[src/rtl/friscv_ctrl_fsm.sv]
// friscv_ctrl_fsm: multi-cycle fetch/decode/execute/mem/writeback sequencer with traps and retire counter
module friscv_ctrl_fsm #(
  parameter int TIMEOUT_CYCLES = 15,
  parameter int CNT_WIDTH = 32
) (
  input  logic                 clk_in,
  input  logic                 rst_in,
  output logic                 imem_req_out,
  input  logic                 imem_ack_in,
  output logic                 ir_load_out,
  input  logic [6:0]           op_code_in,
  input  logic [2:0]           func3_in,
  input  logic                 instr30_in,
  input  logic                 branch_taken_in,
  output logic                 dmem_req_out,
  output logic                 dmem_we_out,
  input  logic                 dmem_ack_in,
  output logic                 alu_src_imm_out,
  output logic [3:0]           alu_func_out,
  output logic [1:0]           wb_sel_out,
  output logic                 rf_we_out,
  output logic                 pc_we_out,
  output logic [1:0]           pc_sel_out,
  output logic                 illegal_instr_out,
  output logic                 bus_err_out,
  output logic [2:0]           state_out,
  output logic [CNT_WIDTH-1:0] instret_out
);
  typedef enum logic [2:0] {
    FETCH     = 3'd0,
    DECODE    = 3'd1,
    EXECUTE   = 3'd2,
    MEM       = 3'd3,
    WRITEBACK = 3'd4,
    TRAP      = 3'd5
  } state_t;
  localparam logic [6:0] OP_REG    = 7'b0110011;
  localparam logic [6:0] OP_IMM    = 7'b0010011;
  localparam logic [6:0] OP_JALR   = 7'b1100111;
  localparam logic [6:0] OP_LOAD   = 7'b0000011;
  localparam logic [6:0] OP_STORE  = 7'b0100011;
  localparam logic [6:0] OP_BRANCH = 7'b1100011;
  localparam logic [6:0] OP_LUI    = 7'b0110111;
  localparam logic [6:0] OP_JAL    = 7'b1101111;
  state_t state, state_nx;
  logic [6:0] op_q;
  logic [2:0] f3_q;
  logic       i30_q;
  logic [7:0] tmo_cnt;
  logic       legal, waiting, ack, tmo, ex, wb;
  logic [3:0] alu_func;
  always_comb begin
    legal    = op_code_in inside {OP_REG, OP_IMM, OP_JALR, OP_LOAD, OP_STORE, OP_BRANCH, OP_LUI, OP_JAL};
    waiting  = state == FETCH || state == MEM;
    ack      = state == FETCH ? imem_ack_in : dmem_ack_in;
    tmo      = tmo_cnt == 8'(TIMEOUT_CYCLES);
    state_nx = state;
    case (state)
      FETCH:     state_nx = imem_ack_in ? DECODE : tmo ? TRAP : FETCH;
      DECODE:    state_nx = legal ? EXECUTE : TRAP;
      EXECUTE:   state_nx = (op_q == OP_LOAD || op_q == OP_STORE) ? MEM : WRITEBACK;
      MEM:       state_nx = dmem_ack_in ? WRITEBACK : tmo ? TRAP : MEM;
      WRITEBACK: state_nx = FETCH;
      TRAP:      state_nx = TRAP;
      default:   state_nx = TRAP;
    endcase
  end
  always_ff @(posedge clk_in or posedge rst_in) begin
    if (rst_in) begin
      state             <= FETCH;
      tmo_cnt           <= '0;
      instret_out       <= '0;
      illegal_instr_out <= 1'b0;
      bus_err_out       <= 1'b0;
      op_q              <= '0;
      f3_q              <= '0;
      i30_q             <= 1'b0;
    end else begin
      state   <= state_nx;
      tmo_cnt <= state_nx != state ? 8'd0 : (waiting && !ack) ? tmo_cnt + 8'd1 : tmo_cnt;
      if (state == DECODE) begin
        op_q  <= op_code_in;
        f3_q  <= func3_in;
        i30_q <= instr30_in;
      end
      if (state == WRITEBACK) instret_out <= instret_out + 1'b1;
      if (state == DECODE && !legal) illegal_instr_out <= 1'b1;
      if (waiting && !ack && tmo) bus_err_out <= 1'b1;
    end
  end
  always_comb begin
    ex              = state == EXECUTE || state == MEM || state == WRITEBACK;
    wb              = state == WRITEBACK;
    alu_func        = op_q == OP_REG ? {i30_q, f3_q} :
                      op_q == OP_IMM ? {i30_q && f3_q == 3'b101, f3_q} : 4'b0000;
    imem_req_out    = state == FETCH && !rst_in;
    ir_load_out     = imem_req_out && imem_ack_in;
    dmem_req_out    = state == MEM;
    dmem_we_out     = state == MEM && op_q == OP_STORE;
    alu_func_out    = ex ? alu_func : 4'b0000;
    alu_src_imm_out = ex && op_q != OP_REG && op_q != OP_BRANCH;
    rf_we_out       = wb && op_q != OP_BRANCH && op_q != OP_STORE;
    pc_we_out       = wb;
    wb_sel_out      = !wb ? 2'd0 : op_q == OP_LOAD ? 2'd1 :
                      (op_q == OP_JAL || op_q == OP_JALR) ? 2'd2 : op_q == OP_LUI ? 2'd3 : 2'd0;
    pc_sel_out      = !wb ? 2'd0 : op_q == OP_JAL ? 2'd1 : op_q == OP_JALR ? 2'd2 :
                      (op_q == OP_BRANCH && branch_taken_in) ? 2'd1 : 2'd0;
    state_out       = state;
  end
endmodule

[config.mk]
export PLATFORM = sky130hd
export DESIGN_NAME = friscv_ctrl_fsm
export DESIGN_NICKNAME = d
export VERILOG_FILES = /design/src/rtl/friscv_ctrl_fsm.sv
export SDC_FILE = /design/constraint.sdc
export NUM_CORES = 1
export LEC_CHECK = 0
export ABC_AREA = 1
export CAP_MARGIN = 0
export CORE_ASPECT_RATIO = 1.2
export CORE_MARGIN = 2
export CORE_UTILIZATION = 55
export CTS_CLUSTER_DIAMETER = 40
export CTS_CLUSTER_SIZE = 25
export DETAILED_ROUTE_END_ITERATION = 8
export PLACE_DENSITY_LB_ADDON = 0.1
export SLEW_MARGIN = 20
export SYNTH_ARGS = -nofsm -noshare
export SYNTH_HDL_FRONTEND = slang
export SYNTH_SLANG_ARGS = --single-unit
[constraint.sdc]
create_clock -name clk_in -period 3.35 [get_ports clk_in]
set_input_delay 0.335 -clock clk_in [delete_from_list [all_inputs] [get_ports clk_in]]
set_output_delay 0.335 -clock clk_in [all_outputs]
set_load 0.01 [all_outputs]
==> impl_metrics.py <==
metrics = {
    "hold_path": {
        "hold_class": "in -> async",
    },
    "final_layout": {
        "area_delta_synth_final_pct": 26.5,
        "diodes": 0,
        "nets": 504,
        "postLayoutCellArea_sq_um": 4040,
        "fillers": 468,
        "drive_gt1_share_pct": 7.39,
        "post-route-util_pct": 71.7,
    },
    "timing": {
        "clock.fmax_ghz": 0.407,
        "relSlewSlack_pct": 69.2,
        "tns_ns": 0,
        "rsz0062_at_grt": "false",
        "setup_viol": 0,
        "period_minus_slack_ns": 2.45,
        "drv_slew": 0,
        "tightest_slew_ns": 0.462,
        "fin_crit_sh_pct": 73.3,
        "hold_viol_final": 0,
        "skew_ns": 0.00511,
    },
    "placement": {
        "io_buffers": 67,
        "place_congestion": 0.859,
        "dp_hpwl_mm": 5.41,
        "placed_area_sq_um": 3950,
    },
    "clock_tree": {
        "hold_buffers": 0,
        "cts-resized-gates": 0,
        "tritoncts": "yes",
        "cts_max_level": 2,
        "insertion_delay_ns": 0.30,
        "numCtsBuffers": 5,
        "clock-sinks": 56,
        "path_clk_slew_ns": 0.09,
        "cts.path.max_buffers": 2,
        "post-cts-setup-buffers": 0,
        "clock-root-buffer": "clkbuf_8",
    },
    "drt": {
        "drt-pass1-iter-count": 4,
        "viasPerCell": 5.18,
        "wl_mm": 6.92,
        "ant_nets": 0,
        "vias": 2856,
        "wire_per_inst_um": 12.6,
        "drc": 0,
        "drtIter0Drc": 161,
    },
    "pwr": {
        "leakage_nw": 1.80,
        "pwr_density_cell_nw_per_um2": 270,
        "vdd_ir_drop_max_v": 0.000242,
    },
    "logic_synthesis": {
        "syn-num-nets": 433,
        "yosys-top-cells-count": "nand2_1 (118), dfrtp_1 (56), inv_1 (55)",
        "synth_flop_cell": "dfrtp_1",
        "synth.distinct_cells": 32,
        "synthArstFlopShare_pct": 100,
        "ys_top_cells_by_area": "dfrtp_1 (44%), nand2_1 (14%), inv_1 (6.5%)",
        "yosysTopAreaCell": "dfrtp_1",
        "yosysMostFrequentCell": "nand2_1",
        "synth_edf_count": 0,
        "syn_avg_cell_area_sq_um": 7.69,
        "ys_seq_area_share_pct": 43.9,
        "yosys.area.top_type_share_pct": 43.9,
        "synth_area_sq_um": 3190,
        "synth_seq_cells": 56,
        "ys_warn_count": 0,
        "netlist_instances": 415,
    },
    "global_routing": {
        "grt_pass1_wl_mm": 11.7,
        "grt_overflow": 0,
        "antenna_found_initial": 0,
        "grt_pass1_vias": 2657,
        "grtUsageTotal_pct": 23.1,
        "grt_max_degree": 39,
    },
    "setup_path": {
        "critPathMaxFanout": 16,
        "arrival_ns": 2.12,
        "required_ns": 3.01,
        "critPathLaunchType": "flop",
        "endpoint_kind": "output pin",
        "r2r_setup_slack_ns": 1.51,
        "crit_type": "reg -> out",
    },
    "die": {
        "io_pins": 68,
        "initial_core_util_pct": 56.7,
        "rows": 30,
        "die-width_um": 73.5,
        "die_h_um": 87.5,
        "die-area_sq_um": 6430,
        "core_area_sq_um": 5630,
    },
    "status": {
        "run_status": "finished, final reports clean",
    },
    "run": {
        "maxCapViolations": 0,
    },
}
-- stage by stage --
stage               power (mW)  hold WS [ns]  cells  worst slack [ns]
global placement         0.727         0.448    543              1.28
finish                    1.09         0.384    551             0.895
detailed placement       0.728         0.465    543              1.24
CTS                       1.10         0.392    551             0.890
floorplan                0.703         0.442    415              1.64
global route              1.12         0.446    551             0.731
-- cell usage in the layout (no fill, tap or decap), types with 6 or more instances in the layout --
master	Yosys	final
nand2_1	118	118
clkbuf_8	0	6
dfrtp_1	56	56
nor2_2	6	6
clkdlybuf4s50_1	0	67
o21ai_0	13	13
xor2_1	20	20
nor2_1	43	43
nor3_1	15	14
inv_1	55	54
xnor2_1	13	13
nand4_1	13	13
nand3_1	23	23
-- metal layers --
layer	global-route usage, %	vias to the layer above	wire [um]
met4	6.61	0	103
met5	0	-	0
met3	4.05	11	315
met1	28.9	1333	2870
li1	-	1443	-
met2	40.3	69	3630
-- power breakdown --
part	leakage, nW	internal [mW]	total, mW	switching, mW
logic	1.05	0.0179	0.0379	0.0200
clock network	0.0455	0.169	0.378	0.209
registers	0.710	0.675	0.675	0
total	1.80	0.863	1.09	0.229
-- critical path: stages, from the launching register on --
cell	delay, ns
dfrtp_1	0.42
inv_1	0.20
nand3_4	0.23
a221oi_1	0.36
clkdlybuf4s50_1	0.61
-- state kept, by name, indices dropped and copies added, names as in the netlist --
name	cells
bus_err_out	1
f3_q	3
i30_q	1
illegal_instr_out	1
instret_out	32
op_q	7
state_out	3
tmo_cnt	8
-- logic make-up (layout without fill, tap and decap cells) --
kind of cell / count (synthesis) / count (layout) / synth area share, %
flops: 56 / 56 / 43.9
simple gates: 238 / 238 / 34.8
buf+inv: 63 / 135 / 7.45
fa+ha+maj: 2 / 2 / 0.784
xor+xnor: 33 / 33 / 9.06
compound gates: 23 / 23 / 4.04
-- cell type report --
| class | instances | area, sq um | area share [%] |
|---|---|---|---|
| Inverter | 57 | 214 | 5.30 |
| Tap cell | 64 | 80.1 | 1.98 |
| Timing Repair Buffer | 70 | 693 | 17.2 |
| Multi-Input combinational cell | 296 | 1560 | 38.6 |
| Sequential cell | 56 | 1400 | 34.7 |
| Clock buffer | 8 | 90.1 | 2.23 |
-- path summary, 6_finish.rpt --
check                                             from                           to  cells after the start
worst max-delay path            state_out[0]$_DFF_PP0_              alu_src_imm_out                      4
worst min-delay path                            rst_in       tmo_cnt[2]$_DFFE_PP0P_                      2
worst max register to register  state_out[0]$_DFF_PP0_  instret_out[23]$_DFFE_PP0P_                      7
worst min register to register     op_q[1]$_DFFE_PP0P_          op_q[1]$_DFFE_PP0P_                      2
max in group asynchronous                       rst_in   instret_out[3]$_DFFE_PP0P_                      3
min in group clk_in                op_q[1]$_DFFE_PP0P_          op_q[1]$_DFFE_PP0P_                      2
No activity file was read; power rests on OpenSTA's default activity.
